### config.mk
export PLATFORM = sky130hd
export DESIGN_NAME = npc_core
export DESIGN_NICKNAME = d
export VERILOG_FILES = /design/src/rtl/npc_pkg.sv /design/src/rtl/npc_cpu.sv /design/src/rtl/npc_regfile.sv /design/src/rtl/npc_core.sv
export SDC_FILE = /design/constraint.sdc
export NUM_CORES = 2
export LEC_CHECK = 0
export CAP_MARGIN = 0
export CORE_MARGIN = 4
export CORE_UTILIZATION = 57
export CTS_CLUSTER_DIAMETER = 200
export CTS_CLUSTER_SIZE = 16
export DETAILED_ROUTE_END_ITERATION = 6
export PLACE_DENSITY = 0.83
export SYNTH_ARGS = -nofsm -noshare
export SYNTH_HDL_FRONTEND = slang
export SYNTH_HIERARCHICAL = 1
export SYNTH_SLANG_ARGS = --single-unit
export TNS_END_PERCENT = 30
### constraint.sdc
create_clock -name clock -period 9.5 [get_ports clock]
set_clock_uncertainty 0.15 [all_clocks]
set_input_delay 1.9 -clock clock [delete_from_list [all_inputs] [get_ports clock]]
set_output_delay 1.9 -clock clock [all_outputs]
set_load 0.05 [all_outputs]
### src/rtl/npc_pkg.sv
`default_nettype none
// ============================================================================
// Module      : npc_pkg
// Description : Shared types, opcodes and helper functions for the NPC RV32I
//               core.
// Revision    : 1.0 - initial release
// ============================================================================
package npc_pkg;

  localparam int          XLEN     = 32;
  localparam logic [31:0] RESET_PC = 32'h8000_0000;

  localparam logic [6:0] OPC_LUI    = 7'b0110111;
  localparam logic [6:0] OPC_AUIPC  = 7'b0010111;
  localparam logic [6:0] OPC_JAL    = 7'b1101111;
  localparam logic [6:0] OPC_JALR   = 7'b1100111;
  localparam logic [6:0] OPC_BRANCH = 7'b1100011;
  localparam logic [6:0] OPC_LOAD   = 7'b0000011;
  localparam logic [6:0] OPC_STORE  = 7'b0100011;
  localparam logic [6:0] OPC_OP_IMM = 7'b0010011;
  localparam logic [6:0] OPC_OP     = 7'b0110011;
  localparam logic [6:0] OPC_SYSTEM = 7'b1110011;

  typedef enum logic [3:0] {
    ALU_ADD, ALU_SUB, ALU_SLL, ALU_SLT, ALU_SLTU, ALU_XOR,
    ALU_SRL, ALU_SRA, ALU_OR, ALU_AND, ALU_COPY_B
  } alu_op_e;

  typedef enum logic [2:0] {IMM_I, IMM_S, IMM_B, IMM_U, IMM_J} imm_type_e;

  // funct3 selects the operation; alt (instr[30]) picks SUB/SRA variants
  function automatic alu_op_e alu_from_funct3(logic [2:0] f3, logic alt);
    alu_op_e op;
    case (f3)
      3'd0:    op = alt ? ALU_SUB : ALU_ADD;
      3'd1:    op = ALU_SLL;
      3'd2:    op = ALU_SLT;
      3'd3:    op = ALU_SLTU;
      3'd4:    op = ALU_XOR;
      3'd5:    op = alt ? ALU_SRA : ALU_SRL;
      3'd6:    op = ALU_OR;
      default: op = ALU_AND;
    endcase
    return op;
  endfunction

  function automatic logic [XLEN-1:0] alu_eval(alu_op_e op, logic [XLEN-1:0] a,
                                               logic [XLEN-1:0] b);
    logic [XLEN-1:0] r;
    case (op)
      ALU_ADD:    r = a + b;
      ALU_SUB:    r = a - b;
      ALU_SLL:    r = a << b[4:0];
      ALU_SLT:    r = {{(XLEN-1){1'b0}}, $signed(a) < $signed(b)};
      ALU_SLTU:   r = {{(XLEN-1){1'b0}}, a < b};
      ALU_XOR:    r = a ^ b;
      ALU_SRL:    r = a >> b[4:0];
      ALU_SRA:    r = $signed(a) >>> b[4:0];
      ALU_OR:     r = a | b;
      ALU_AND:    r = a & b;
      default:    r = b;
    endcase
    return r;
  endfunction

  // Immediate extraction from the instruction bits above the opcode
  function automatic logic [XLEN-1:0] imm_gen(imm_type_e t, logic [31:7] ins);
    logic [XLEN-1:0] imm;
    case (t)
      IMM_S:   imm = {{20{ins[31]}}, ins[31:25], ins[11:7]};
      IMM_B:   imm = {{19{ins[31]}}, ins[31], ins[7], ins[30:25], ins[11:8], 1'b0};
      IMM_U:   imm = {ins[31:12], 12'b0};
      IMM_J:   imm = {{11{ins[31]}}, ins[31], ins[19:12], ins[20], ins[30:21], 1'b0};
      default: imm = {{20{ins[31]}}, ins[31:20]};
    endcase
    return imm;
  endfunction

endpackage
`default_nettype wire

### src/rtl/npc_cpu.sv
`default_nettype none
// ============================================================================
// Module      : npc_cpu
// Description : Single-cycle RV32I datapath: decode, immediates, ALU, branch
//               and PC logic, with the register file as instance REG.
// Revision    : 1.0 - initial release
// ============================================================================
module npc_cpu
  import npc_pkg::*;
#(
  parameter logic [31:0] RESET_VECTOR = 32'h8000_0000
) (
  input  logic            clk_i,
  input  logic            rst_ni,
  output logic [XLEN-1:0] pc_o,
  output logic            instr_ready_o,
  input  logic            instr_valid_i,
  input  logic [31:0]     instr_i,
  input  logic [XLEN-1:0] dmem_rdata_i,
  output logic [XLEN-1:0] dmem_wdata_o,
  output logic [2:0]      dmem_wop_o,
  output logic            dmem_wen_o,
  output logic [XLEN-1:0] dmem_addr_o
);

  logic [XLEN-1:0] pc_q, pc_d;
  logic            ready_q;
  logic            fire;

  logic [6:0]      opcode;
  logic [4:0]      rd, rs1, rs2;
  logic [2:0]      f3;
  logic [XLEN-1:0] rs1_val, rs2_val, imm, op_a, op_b, alu_res, pc_plus4, wb_data;

  imm_type_e imm_type;
  alu_op_e   alu_op;
  logic      a_is_pc, b_is_imm, rd_we, is_load, is_store, is_branch, is_jal, is_jalr;
  logic      br_taken;

  assign opcode = instr_i[6:0];
  assign rd     = instr_i[11:7];
  assign f3     = instr_i[14:12];
  assign rs1    = instr_i[19:15];
  assign rs2    = instr_i[24:20];
  assign fire   = ready_q & instr_valid_i;

  // Main decoder: anything not listed (SYSTEM, FENCE, unknown) is a no-op
  always_comb begin
    imm_type  = IMM_I;
    alu_op    = ALU_ADD;
    a_is_pc   = 1'b0;
    b_is_imm  = 1'b1;
    rd_we     = 1'b0;
    is_load   = 1'b0;
    is_store  = 1'b0;
    is_branch = 1'b0;
    is_jal    = 1'b0;
    is_jalr   = 1'b0;
    case (opcode)
      OPC_LUI:    begin imm_type = IMM_U; alu_op = ALU_COPY_B; rd_we = 1'b1; end
      OPC_AUIPC:  begin imm_type = IMM_U; a_is_pc = 1'b1; rd_we = 1'b1; end
      OPC_JAL:    begin imm_type = IMM_J; a_is_pc = 1'b1; rd_we = 1'b1; is_jal = 1'b1; end
      OPC_JALR:   begin rd_we = 1'b1; is_jalr = 1'b1; end
      OPC_BRANCH: begin imm_type = IMM_B; a_is_pc = 1'b1; is_branch = 1'b1; end
      OPC_LOAD:   begin rd_we = 1'b1; is_load = 1'b1; end
      OPC_STORE:  begin imm_type = IMM_S; is_store = 1'b1; end
      OPC_OP_IMM: begin
        rd_we  = 1'b1;
        // instr[30] is an immediate bit except for the SRAI/SRLI pair
        alu_op = alu_from_funct3(f3, instr_i[30] & (f3 == 3'd5));
      end
      OPC_OP:     begin
        rd_we    = 1'b1;
        b_is_imm = 1'b0;
        alu_op   = alu_from_funct3(f3, instr_i[30]);
      end
      default:    ;
    endcase
  end

  // Branch comparator works on register values; the ALU forms the target
  always_comb begin
    case (f3)
      3'd0:    br_taken = (rs1_val == rs2_val);
      3'd1:    br_taken = (rs1_val != rs2_val);
      3'd4:    br_taken = ($signed(rs1_val) <  $signed(rs2_val));
      3'd5:    br_taken = ($signed(rs1_val) >= $signed(rs2_val));
      3'd6:    br_taken = (rs1_val <  rs2_val);
      3'd7:    br_taken = (rs1_val >= rs2_val);
      default: br_taken = 1'b0;
    endcase
  end

  assign imm      = imm_gen(imm_type, instr_i[31:7]);
  assign op_a     = a_is_pc ? pc_q : rs1_val;
  assign op_b     = b_is_imm ? imm : rs2_val;
  assign alu_res  = alu_eval(alu_op, op_a, op_b);
  assign pc_plus4 = pc_q + 32'd4;

  // Next PC and write-back selection
  always_comb begin
    pc_d = pc_plus4;
    if (is_jal || (is_branch && br_taken)) pc_d = alu_res;
    else if (is_jalr)                      pc_d = alu_res & ~32'd1;
    wb_data = alu_res;
    if (is_load)                wb_data = dmem_rdata_i;
    else if (is_jal || is_jalr) wb_data = pc_plus4;
  end

  // PC advances only on a retiring handshake; ready rises on the first edge out of reset
  always_ff @(posedge clk_i or negedge rst_ni) begin
    if (!rst_ni) begin
      pc_q    <= RESET_VECTOR;
      ready_q <= 1'b0;
    end else begin
      ready_q <= 1'b1;
      if (fire) pc_q <= pc_d;
    end
  end

  npc_regfile REG (
    .clk_i     (clk_i),
    .rst_ni    (rst_ni),
    .raddr_a_i (rs1),
    .rdata_a_o (rs1_val),
    .raddr_b_i (rs2),
    .rdata_b_o (rs2_val),
    .we_i      (fire & rd_we),
    .waddr_i   (rd),
    .wdata_i   (wb_data)
  );

  assign pc_o          = pc_q;
  assign instr_ready_o = ready_q;
  assign dmem_addr_o   = alu_res;
  assign dmem_wdata_o  = rs2_val;
  assign dmem_wop_o    = f3;
  assign dmem_wen_o    = fire & is_store;

endmodule
`default_nettype wire

### src/rtl/npc_regfile.sv
`default_nettype none
// ============================================================================
// Module      : npc_regfile
// Description : 32 x XLEN integer register file, two async reads, one
//               clocked write, x0 hard-wired to zero.
// Revision    : 1.0 - initial release
// ============================================================================
module npc_regfile
  import npc_pkg::*;
(
  input  logic            clk_i,
  input  logic            rst_ni,
  input  logic [4:0]      raddr_a_i,
  output logic [XLEN-1:0] rdata_a_o,
  input  logic [4:0]      raddr_b_i,
  output logic [XLEN-1:0] rdata_b_o,
  input  logic            we_i,
  input  logic [4:0]      waddr_i,
  input  logic [XLEN-1:0] wdata_i
);

  logic [XLEN-1:0] regs_q [32];
  logic [XLEN-1:0] rf_view [32];
  // a0 tap probed by the simulation wrapper to report the trap code
  logic [XLEN-1:0] gpr_10;

  assign gpr_10 = regs_q[10];

  // Read view: x0 forced to zero, a0 served through the same tap the wrapper sees
  always_comb begin
    rf_view     = regs_q;
    rf_view[0]  = '0;
    rf_view[10] = gpr_10;
  end

  assign rdata_a_o = rf_view[raddr_a_i];
  assign rdata_b_o = rf_view[raddr_b_i];

  // Clocked write port; writes to x0 are dropped
  always_ff @(posedge clk_i or negedge rst_ni) begin
    if (!rst_ni) begin
      for (int i = 0; i < 32; i++) regs_q[i] <= '0;
    end else if (we_i && (waddr_i != 5'd0)) begin
      regs_q[waddr_i] <= wdata_i;
    end
  end

endmodule
`default_nettype wire

### src/rtl/npc_core.sv
`default_nettype none
// ============================================================================
// Module      : npc_core
// Description : Top-level CPU of the NPC simulation platform; maps the
//               platform bus names onto the datapath instance riscv_cpu.
// Revision    : 1.0 - initial release
// ============================================================================
module npc_core #(
  parameter logic [31:0] RESET_PC = npc_pkg::RESET_PC,
  parameter int          XLEN     = 32
) (
  input  logic            clock,
  input  logic            reset,
  output logic [XLEN-1:0] io_Imem_raddr,
  output logic            io_Imem_rdata_ready,
  input  logic            io_Imem_rdata_valid,
  input  logic [31:0]     io_Imem_rdata_bits,
  input  logic [XLEN-1:0] io_Dmem_rdata,
  output logic [XLEN-1:0] io_Dmem_wdata,
  output logic [2:0]      io_Dmem_wop,
  output logic            io_Dmem_wen,
  output logic [XLEN-1:0] io_Dmem_wraddr
);

  npc_cpu #(
    .RESET_VECTOR (RESET_PC)
  ) riscv_cpu (
    .clk_i         (clock),
    .rst_ni        (reset),
    .pc_o          (io_Imem_raddr),
    .instr_ready_o (io_Imem_rdata_ready),
    .instr_valid_i (io_Imem_rdata_valid),
    .instr_i       (io_Imem_rdata_bits),
    .dmem_rdata_i  (io_Dmem_rdata),
    .dmem_wdata_o  (io_Dmem_wdata),
    .dmem_wop_o    (io_Dmem_wop),
    .dmem_wen_o    (io_Dmem_wen),
    .dmem_addr_o   (io_Dmem_wraddr)
  );

endmodule
`default_nettype wire

==> metrics.txt <==
Final Hold Fails=0; post-synthesis adder-cell area fraction=2.46%; DRC=0; CP Capture Point=io_Dmem_wraddr[22]; main combinational cell family by area after synthesis=multiplexers; Routed wire per std cell=37.9 um; reg2reg start=riscv_cpu/REG/regs_q[99]; Post-synth ARST share=100%; Row Count=126; max cap viols=0; gpl congestion=1.10; clock latency on the worst-skew pair=0.70 ns; Bufs on Longest Clock Path=3; Routed Antenna Nets=0; CTS tree=built; grt ovf=0; Fillers=8490; slew margin rel.=3.09%; number of flops mapped to enable cells by yosys=0; Mapped Cells=5844; initial antenna violation count=21; Die Area=125000 um2; Worst Setup End Kind=output port; Final period util=103%; Post-Synth Simple-Gate Area=6.08%; met2 WL=128000 um; RSZ-0062 raised after global routing=true; Syn Area/Cell=11.6 um2; count leader, synth=mux2_2; Synth Flop Type=dfrtp_1; crit path from=io_Imem_rdata_bits[16]; WL final=297000 um; Synth area leader=dfrtp_1; Core ar.=118000 um2; Net Count, Synth=6043; clock tree sinks=1025; WP data arrival=7.73 ns; CTS clk-pin slew, worst paths=0.07 ns; slowest cell on the critical path=o31ai_1; largest net degree at the start of global routing=175; top post-synthesis cells by count=mux2_2, dfrtp_1, mux4_2; Root Driver=clkbuf_16; Util after Layout=66.4%; PD cells=130 nW/um2; gr usage total=46.5%; R2R setup slack=2.73 ns; DR WL met3=37000 um; XOR/XNOR Fraction of Synth Area=0.633%; CP Launch Type=input pin; cts hold-fix bufs=0; CP Max Fanout=9; Vias/cell=7.53; Top Layer Used=met5; fin crit period=9.78 ns; CP Class=input pin to output port; Initial Util=57.4%; first-pass GRT wire length=423000 um; CP Data Required Time=7.45 ns; layout cell share with drive strength beyond 1=40.2%; # IOs=168; largest cells by area after synthesis=dfrtp_1, mux2_2, mux4_2, mux2i_1, a22o_1; sequential fraction of the synthesis area=37.8%; Final Hold Slack=0.359 ns; Yosys top cell area share=37.8%; Syn Std Cell Area=67800 um2; vias post-DR=59000; Reg-to-Reg End=riscv_cpu/REG/regs_q[413]; Fmax=0.102 GHz; worst setup margin=-0.282 ns; Hold WC Path Type=flop to flop; library cells used by synthesis=101; #FFs+latches synth=1025; 1st-pass router iterations=6; post-synthesis mux area share=34.7%; Area growth, synth to finish=15.6%; hpwl dp=210000 um; worst-path cell chain=buf_4, nand2_1, buf_4, o22ai_1, a211oi_1, o31ai_1, inv_1, o21ai_0, ha_1, or3_1, a211oi_2, a211oi_2, buf_4, o2bb2ai_2, buf_4, o31ai_2, xor2_1, o22ai_1, or3_1, a21oi_1, nor2_4, buf_4; Final Max Slew Viols=0; R2R depth=24; vias in the first global route=59500; status=finished, violations left; chip width=353 um; slowest stage delay, CP=0.92 ns; most frequent CP cell=buf_4; setup TNS=-0.773 ns; failing checks=negative setup slack; worst slew pin tran=1.44 ns; LEAKAGE=36.4 nW; Setup Viol. Count Final=8; Syn. warnings=6; port buffer count=167; Num CTS Buffers=74; Final nets=6471; Worst VDD drop=0.162 mV; M1 wire length=104000 um; Synth Area in Compound Gates=13.6%; DIE HEIGHT=353 um; DR iter-0 viols=8609; H-tree lvl count=3
==> flip-flops by register name (all words and copies together) (netlist names) <==
name                     cells
riscv_cpu/REG/gpr_10        32
riscv_cpu/instr_ready_o      1
riscv_cpu/REG/regs_q       960
riscv_cpu/pc_o              32
==> logic make-up (layout without fill, tap and decap cells) <==
kind of cell             Yosys count  in the layout
other                              1             17
adder cells (fa/ha/maj)          132            132
multiplexers                    1733           1733
flip-flops                      1025           1025
buffers and inverters            731           1167
AO/OA/AOI/OAI                   1327           1327
XOR/XNOR                          49             49
AND/OR/NAND/NOR                  846            846
==> worst max-delay path: cells and delay by family <==
family | cells | cell delay, ns
adders and majority gates | 1 | 0.40
and+or+nand+nor | 4 | 1.23
AOI/OAI and AO/OA | 10 | 2.69
buffers and inverters | 6 | 1.24
xor gates and xnor gates | 1 | 0.22
==> what timing repair did <==
item | in CTS | in global routing
pin swaps | 2 | 2
cloned | 3 | 2
setup buffers | 6 | 3
resized for setup | 35 | 51
endpoints found under the setup margin | 17 | 21
==> per-layer routing <==
metal / GRT usage, % / vias up
met5: 0 / -
met4: 34.2 / 16
met3: 14.2 / 1419
met2: 68.7 / 4744
met1: 57.9 / 29600
li1: - / 23200
==> layout by cell type (no fill, tap or decap), drive strengths merged, types with 200 or more instances in the layout <==
cell type and instances:
buf 788, a21oi 214, mux2 1079, o21ai 264, mux2i 267, mux4 387, nand2 243, dfrtp 1024
nor2 204, a22o 200
==> worst min path at each step <==
stage,start,endpoint,depth (start not counted)
after global placement,riscv_cpu/REG/regs_q[624],riscv_cpu/REG/regs_q[624],1
after detailed placement,riscv_cpu/REG/regs_q[613],riscv_cpu/REG/regs_q[613],1
after CTS,riscv_cpu/REG/regs_q[610],riscv_cpu/REG/regs_q[610],1
after floorplan,riscv_cpu/REG/regs_q[101],riscv_cpu/REG/regs_q[101],1
final,riscv_cpu/REG/regs_q[610],riscv_cpu/REG/regs_q[610],1
after global routing,riscv_cpu/REG/regs_q[611],riscv_cpu/REG/regs_q[611],1
==> report_power, final <==
| group | switching, W | internal, W | total, W |
|---|---|---|---|
| combinational | 0.00164 | 0.000881 | 0.00252 |
| sequential | 0.000132 | 0.00446 | 0.00459 |
| clock | 0.00162 | 0.00143 | 0.00305 |
==> layout make-up <==
class / count / area [um2] / share of cell area, %
multi-input combinational: 4088 / 39900 / 50.8
tap: 1536 / 1920 / 2.45
antenna: 16 / 40.0 / 0.0511
sequential: 1025 / 25700 / 32.7
clock buffer: 76 / 1890 / 2.41
inverter: 167 / 632 / 0.806
timing repair buffer: 916 / 8300 / 10.6
clock inverter: 8 / 133 / 0.169
==> per-stage QoR <==
| stage | worst slack [ns] | instance area, um2 | cells | total power (W) |
|---|---|---|---|---|
| finish | -0.282 | 78400 | 7832 | 0.0102 |
| global placement | -0.488 | 75800 | 7718 | 0.00703 |
| global route | -0.137 | 78400 | 7820 | 0.0104 |
| CTS | 0.00265 | 78100 | 7811 | 0.0101 |
| floorplan | 0.00428 | 68100 | 5844 | 0.00590 |
| detailed placement | -0.429 | 75800 | 7718 | 0.00706 |
No activity file was read; power rests on OpenSTA's default activity.
